**src/rtl/cache_fill_fsm_if.sv**
```systemverilog
// Bundle between the cache miss handler, the pipeline stall input and main memory.
// The slave modport is the fill FSM; the master modport is its environment.
interface cache_fill_fsm_if #(
  parameter int ADDR_W = 16
);
  logic              miss_detected;
  logic [ADDR_W-1:0] miss_address;
  logic [ADDR_W-1:0] memory_data;
  logic              memory_data_valid;
  logic              fsm_busy;
  logic              mem_en;
  logic [ADDR_W-1:0] memory_address;
  logic [ADDR_W-1:0] cache_addr;
  logic [ADDR_W-1:0] fill_data;
  logic              write_data_array;
  logic              write_tag_array;

  modport master (
    output miss_detected, miss_address, memory_data, memory_data_valid,
    input  fsm_busy, mem_en, memory_address, cache_addr, fill_data,
           write_data_array, write_tag_array
  );

  modport slave (
    input  miss_detected, miss_address, memory_data, memory_data_valid,
    output fsm_busy, mem_en, memory_address, cache_addr, fill_data,
           write_data_array, write_tag_array
  );
endinterface

```
**src/rtl/cache_fill_fsm.sv**
```systemverilog
// Cache block fill engine: streams one block of words from main memory into the
// data array with pipelined requests, then writes the tag/valid metadata once.
module cache_fill_fsm #(
  parameter int WORDS_PER_BLOCK = 8,
  parameter int ADDR_W          = 16
) (
  input logic             clk,
  input logic             rst,
  cache_fill_fsm_if.slave bus
);

  localparam int OFF_W = $clog2(WORDS_PER_BLOCK);
  localparam int CNT_W = OFF_W + 1;
  localparam logic [CNT_W-1:0]  LAST       = CNT_W'(WORDS_PER_BLOCK);
  localparam logic [ADDR_W-1:0] BLOCK_MASK = ~ADDR_W'(2 * WORDS_PER_BLOCK - 1);
  localparam logic [ADDR_W-1:0] VALID_BIT  = ADDR_W'(1);

  typedef enum logic [1:0] {
    IDLE,
    FILL,
    TAG
  } state_t;

  state_t            state, state_next;
  logic [ADDR_W-1:0] base, base_next;
  logic [CNT_W-1:0]  req_cnt, req_next;
  logic [CNT_W-1:0]  rcv_cnt, rcv_next;
  logic [OFF_W-1:0]  req_off;

  function automatic logic [ADDR_W-1:0] byte_off(input logic [OFF_W-1:0] idx);
    return ADDR_W'({idx, 1'b0});
  endfunction

  // Once all requests are out, memory_address parks on the last word issued.
  assign req_off = (req_cnt >= LAST) ? OFF_W'(WORDS_PER_BLOCK - 1) : req_cnt[OFF_W-1:0];

  // NOTE: sequential state uses non-blocking assignments so every register
  // samples the pre-edge values computed by the combinational block below.
  always_ff @(posedge clk) begin
    if (rst) begin
      state   <= IDLE;
      base    <= '0;
      req_cnt <= '0;
      rcv_cnt <= '0;
    end else begin
      state   <= state_next;
      base    <= base_next;
      req_cnt <= req_next;
      rcv_cnt <= rcv_next;
    end
  end

  // NOTE: every signal driven here gets a default first, so no path through
  // the case statement can leave one unassigned and infer a latch.
  always_comb begin
    state_next           = state;
    base_next            = base;
    req_next             = req_cnt;
    rcv_next             = rcv_cnt;
    bus.fsm_busy         = 1'b0;
    bus.mem_en           = 1'b0;
    bus.memory_address   = '0;
    bus.cache_addr       = '0;
    bus.fill_data        = '0;
    bus.write_data_array = 1'b0;
    bus.write_tag_array  = 1'b0;

    unique case (state)
      IDLE: begin
        // Stall goes out in the same cycle as the miss.
        if (bus.miss_detected) begin
          bus.fsm_busy = 1'b1;
          base_next    = bus.miss_address & BLOCK_MASK;
          req_next     = '0;
          rcv_next     = '0;
          state_next   = FILL;
        end
      end

      FILL: begin
        bus.fsm_busy       = 1'b1;
        bus.memory_address = base + byte_off(req_off);
        if (req_cnt < LAST) begin
          bus.mem_en = 1'b1;
          req_next   = req_cnt + 1'b1;
        end
        // Returns are accepted independently of the request side.
        if (bus.memory_data_valid && (rcv_cnt < LAST)) begin
          bus.write_data_array = 1'b1;
          bus.cache_addr       = base + byte_off(rcv_cnt[OFF_W-1:0]);
          bus.fill_data        = bus.memory_data;
          rcv_next             = rcv_cnt + 1'b1;
          if (rcv_cnt == LAST - 1'b1) state_next = TAG;
        end
      end

      TAG: begin
        bus.fsm_busy        = 1'b1;
        bus.write_tag_array = 1'b1;
        bus.memory_address  = base + byte_off(req_off);
        bus.cache_addr      = base | VALID_BIT;
        state_next          = IDLE;
      end

      default: state_next = IDLE;
    endcase
  end

endmodule
```
**src/flat_wrapper.sv**
```systemverilog
// flat-port wrapper written by rule: the top's interface ports become plain ports
module cache_fill_fsm_flat 
#(
  parameter int WORDS_PER_BLOCK = 8,
  parameter int ADDR_W          = 16
)
  (clk, rst, bus_miss_detected, bus_miss_address, bus_memory_data, bus_memory_data_valid, bus_fsm_busy, bus_mem_en, bus_memory_address, bus_cache_addr, bus_fill_data, bus_write_data_array, bus_write_tag_array);
  cache_fill_fsm_if #(.ADDR_W(ADDR_W)) bus_i ();
  input logic clk;
  input logic rst;
  input wire logic [$bits(bus_i.miss_detected)-1:0] bus_miss_detected;
  input wire logic [$bits(bus_i.miss_address)-1:0] bus_miss_address;
  input wire logic [$bits(bus_i.memory_data)-1:0] bus_memory_data;
  input wire logic [$bits(bus_i.memory_data_valid)-1:0] bus_memory_data_valid;
  output wire logic [$bits(bus_i.fsm_busy)-1:0] bus_fsm_busy;
  output wire logic [$bits(bus_i.mem_en)-1:0] bus_mem_en;
  output wire logic [$bits(bus_i.memory_address)-1:0] bus_memory_address;
  output wire logic [$bits(bus_i.cache_addr)-1:0] bus_cache_addr;
  output wire logic [$bits(bus_i.fill_data)-1:0] bus_fill_data;
  output wire logic [$bits(bus_i.write_data_array)-1:0] bus_write_data_array;
  output wire logic [$bits(bus_i.write_tag_array)-1:0] bus_write_tag_array;
  assign bus_i.miss_detected = bus_miss_detected;
  assign bus_i.miss_address = bus_miss_address;
  assign bus_i.memory_data = bus_memory_data;
  assign bus_i.memory_data_valid = bus_memory_data_valid;
  assign bus_fsm_busy = bus_i.fsm_busy;
  assign bus_mem_en = bus_i.mem_en;
  assign bus_memory_address = bus_i.memory_address;
  assign bus_cache_addr = bus_i.cache_addr;
  assign bus_fill_data = bus_i.fill_data;
  assign bus_write_data_array = bus_i.write_data_array;
  assign bus_write_tag_array = bus_i.write_tag_array;
  cache_fill_fsm #(.WORDS_PER_BLOCK(WORDS_PER_BLOCK), .ADDR_W(ADDR_W)) u_core (.clk(clk), .rst(rst), .bus(bus_i));
endmodule
```
**config.mk**
```make
export PLATFORM = sky130hd
export DESIGN_NAME = cache_fill_fsm_flat
export DESIGN_NICKNAME = d
export VERILOG_FILES = /design/src/rtl/cache_fill_fsm_if.sv /design/src/rtl/cache_fill_fsm.sv /design/src/flat_wrapper.sv
export SDC_FILE = /design/constraint.sdc
export NUM_CORES = 1
export LEC_CHECK = 0
export CORE_ASPECT_RATIO = 1.1
export CORE_UTILIZATION = 37
export CTS_BUF_LIST = sky130_fd_sc_hd__clkbuf_2 sky130_fd_sc_hd__clkbuf_4 sky130_fd_sc_hd__clkbuf_8
export DETAILED_ROUTE_END_ITERATION = 8
export PLACE_DENSITY_LB_ADDON = 0.12
export REMOVE_ABC_BUFFERS = 1
export SLEW_MARGIN = 20
export SYNTH_ARGS = -nofsm -noshare
export SYNTH_HDL_FRONTEND = slang
export SYNTH_SLANG_ARGS = --single-unit
```
**constraint.sdc**
```tcl
create_clock -name clk -period 2.2 [get_ports clk]
set_clock_uncertainty 0.05 [all_clocks]
set_input_delay 0.44 -clock clk [delete_from_list [all_inputs] [get_ports clk]]
set_output_delay 0.44 -clock clk [all_outputs]
set_load 0.02 [all_outputs]
```
==> qor.csv <==
metric;value;unit
CTS buffer count;3;
critical path class;flip-flop to primary output;
Final Critical Period;2.31;ns
drt pass-1 iters;4;
largest net degree at the start of global routing;18;
ant diodes;0;
share of the cycle needed by the critical path after routing;1.05;
Worst Path Buf+Inv;4;
flop-to-flop setup slack;0.39;ns
HP Class;flip-flop to flip-flop;
drt total wl;3910;um
Port Buf Inserts;82;
worst path required time;1.71;ns
Top Ports;88;
Critical Path Start Type;flip-flop;
initial DRC count;45;
Total Nets Final;323;
FP Rows;22;
initial antenna violation count;0;
Hold Path Sink;u_core.base[13];
Hold Buf Count CTS;0;
DR DRC count;0;
CTS Root Cell;clkbuf_4;
H-tree levels;1;
gpl congestion;0.779;
Final ANT Viol Nets;0;
Crit Path Max Fanout;6;
Final WS setup;-0.110;ns
WP data arrival;1.82;ns
RR Endpoint;u_core.rcv_cnt[0];
Yosys Warn Count;0;
Routed WL per cell;12.0;um
Crit path largest cell delay;0.38;ns
worst skew pair latency;0.32;ns
maximum resistive drop on vdd;0.000572;V
worst-case reg-to-reg path depth;7;
min-delay src;u_core.base[13];
Detailed Place HPWL;2950;um
grt ovf;0;
element type at the critical path end;primary output;
pre-CTS setup slack;-0.424;ns
DR vias/cell;4.59;
Final Hold Violating Endpoints;0;
clk sinks;22;
CTS tree;yes;
fmax;433;MHz
number of instances in the synthesized netlist;177;
R2R Path Start;u_core.state[0];
sequential fraction of the synthesis area;0.324;
Synth top area share;0.324;
Initial Utilization;0.398;
Slew Limit Fails;0;
largest area contributor in the netlist;dfxtp_1;
Hold Path Depth;2;
final hold slack;0.427;ns
unrepaired setup endpoints after global routing;yes;
PD cells;895;nW/um^2
layout cell share with drive strength beyond 1;0.343;
largest delay contributor family on the critical path;buffers and inverters;
CTS clk-pin slew, worst paths;0.13;ns
die height;65.5;um
P&R area growth vs syn;82.0;%
status;complete, but fails checks;
worst-path cell chain;inv_4, ha_4, and3b_2, o21a_1, buf_6, buf_6, and2_4, buf_6;
Die Wd;59.8;um
slowest library cell on the worst path;dfxtp_2;
FF+latch count, synth;22;
failing checks;setup timing;
number of global-route vias before repair;1399;
ranking of synthesized cells by area;dfxtp_1 32%, and2_1 20%, ha_1 8.3%;
Clock Path Buffers;2;
CP dominant cell by count;buf_6;
syn avg cell area;7.67;sq um
total negative slack;-0.468;ns
Placeable Area;3410;sq um
max-cap viol count;0;
die area;3920;sq um
Cell variety after synth;29;
post-synthesis instance area;1360;sq um
GRT Total Usage;0.203;
first-pass GRT wire length;6160;um
Leakage;0.00110;uW
final setup violating endpoints;21;
DR vias;1492;
[layer usage]
layer / track usage / share of wire / vias to the layer above
met1: 0.238 / 0.43 / 678
li1: - / - / 776
met2: 0.376 / 0.53 / 36
met5: 0 / 0 / -
met4: 0.0349 / 0.0049 / 0
met3: 0.0374 / 0.036 / 2
[repair_timing]
action,4_1_cts,5_1_grt
setup endpoints to repair,51,44
buffers inserted,3,2
pin swaps,5,1
hold endpoints to repair,0,0
gates resized for setup,206,16
[cells in the final DEF (no fill, tap or decap), types with 2 or more instances in the layout]
| cell type | count |
|---|---|
| nand3b_1 | 2 |
| clkbuf_2 | 4 |
| mux2i_1 | 3 |
| o21a_1 | 4 |
| nand4_1 | 2 |
| a21oi_1 | 18 |
| dfxtp_1 | 20 |
| buf_4 | 20 |
| and2_4 | 12 |
| and2_1 | 32 |
| nor3_1 | 2 |
| nor2_1 | 9 |
| clkbuf_4 | 3 |
| clkdlybuf4s50_1 | 31 |
| o21ai_0 | 2 |
| nor2b_1 | 5 |
| buf_6 | 18 |
| nand2_1 | 29 |
| and3_1 | 3 |
| ha_1 | 8 |
| clkdlybuf4s15_2 | 23 |
| buf_2 | 7 |
[layout make-up]
type,instances,area (sq um)
Sequential cell,22,445
Multi-Input combinational cell,143,911
Inverter,2,10.0
Timing Repair Buffer,106,1010
Fill cell,285,942
Tap cell,48,60.1
Clock buffer,4,36.3
[metrics by stage]
stage	util	instances	cell area, sq um	power, uW
2_1_floorplan	-	167	1320	1230
3_3_place_gp	0.687	317	2350	1920
3_5_place_dp	0.687	317	2350	1940
4_1_cts	0.725	324	2480	2230
5_1_grt	0.724	325	2470	2370
6_report	0.724	325	2470	2210
[kinds of logic (layout without fill, tap and decap cells)]
kind of cell / Yosys count / count (layout) / synth area share
AO/OA/AOI/OAI: 30 / 30 / 0.136
adder cells (fa/ha/maj): 9 / 9 / 0.0830
buffers and inverters: 12 / 112 / 0.0369
flip-flops: 22 / 22 / 0.324
multiplexers: 3 / 3 / 0.0221
other: 1 / 1 / 0.00276
AND/OR/NAND/NOR: 100 / 100 / 0.394
[how the worst max path moves through the flow]
stage,startpoint,endpoint,slack (ns),depth (start not counted)
3_5_place_dp,bus_memory_data_valid,bus_cache_addr[13],-0.42,6
4_1_cts,u_core.state[1],bus_cache_addr[5],-0.14,8
5_1_grt,u_core.state[1],bus_cache_addr[6],-0.19,8
2_1_floorplan,u_core.state[1],bus_cache_addr[10],0.06,5
3_3_place_gp,bus_memory_data_valid,bus_cache_addr[15],-0.41,6
6_report,u_core.state[1],bus_cache_addr[5],-0.11,8
[worst reg2reg max path, delay by kind of cell, from the launching register on]
kind | cells | cell delay (ns)
adder cells (fa/ha/maj) | 1 | 0.21
flip-flops | 1 | 0.40
AND/OR/NAND/NOR | 1 | 0.38
multiplexers | 1 | 0.16
AO/OA/AOI/OAI | 2 | 0.35
buffers and inverters | 2 | 0.22
[Yosys cell counts]
cell type	n
a221oi_2	1
ha_1	9
a211oi_1	1
nand2b_1	1
nand3b_1	2
conb_1	1
a21oi_1	18
and3b_1	1
and3_1	3
a21bo_2	1
a21o_1	1
and2_1	44
inv_1	2
or3b_1	1
nand4_1	2
buf_4	1
clkbuf_1	8
buf_2	1
o21ai_0	2
a22oi_1	1
nor2b_1	5
nor3_1	2
mux2i_1	3
o21a_1	4
or3_1	1
nand2_1	29
nor2_1	9
dfxtp_1	22
o21bai_1	1
[flip-flops by register name (all words and copies together) (netlist names)]
signal	cells
u_core.state	2
u_core.rcv_cnt	4
u_core.base	12
u_core.req_cnt	4
[report_power, final]
part / leakage (uW) / total, uW / switching, uW / internal, uW
combinational: 0.000902 / 1440 / 750 / 691
sequential: 0.000181 / 539 / 64.8 / 474
clock: 0.0000210 / 232 / 131 / 101
total: 0.00110 / 2210 / 945 / 1270
(Power assumes the default switching activity.)
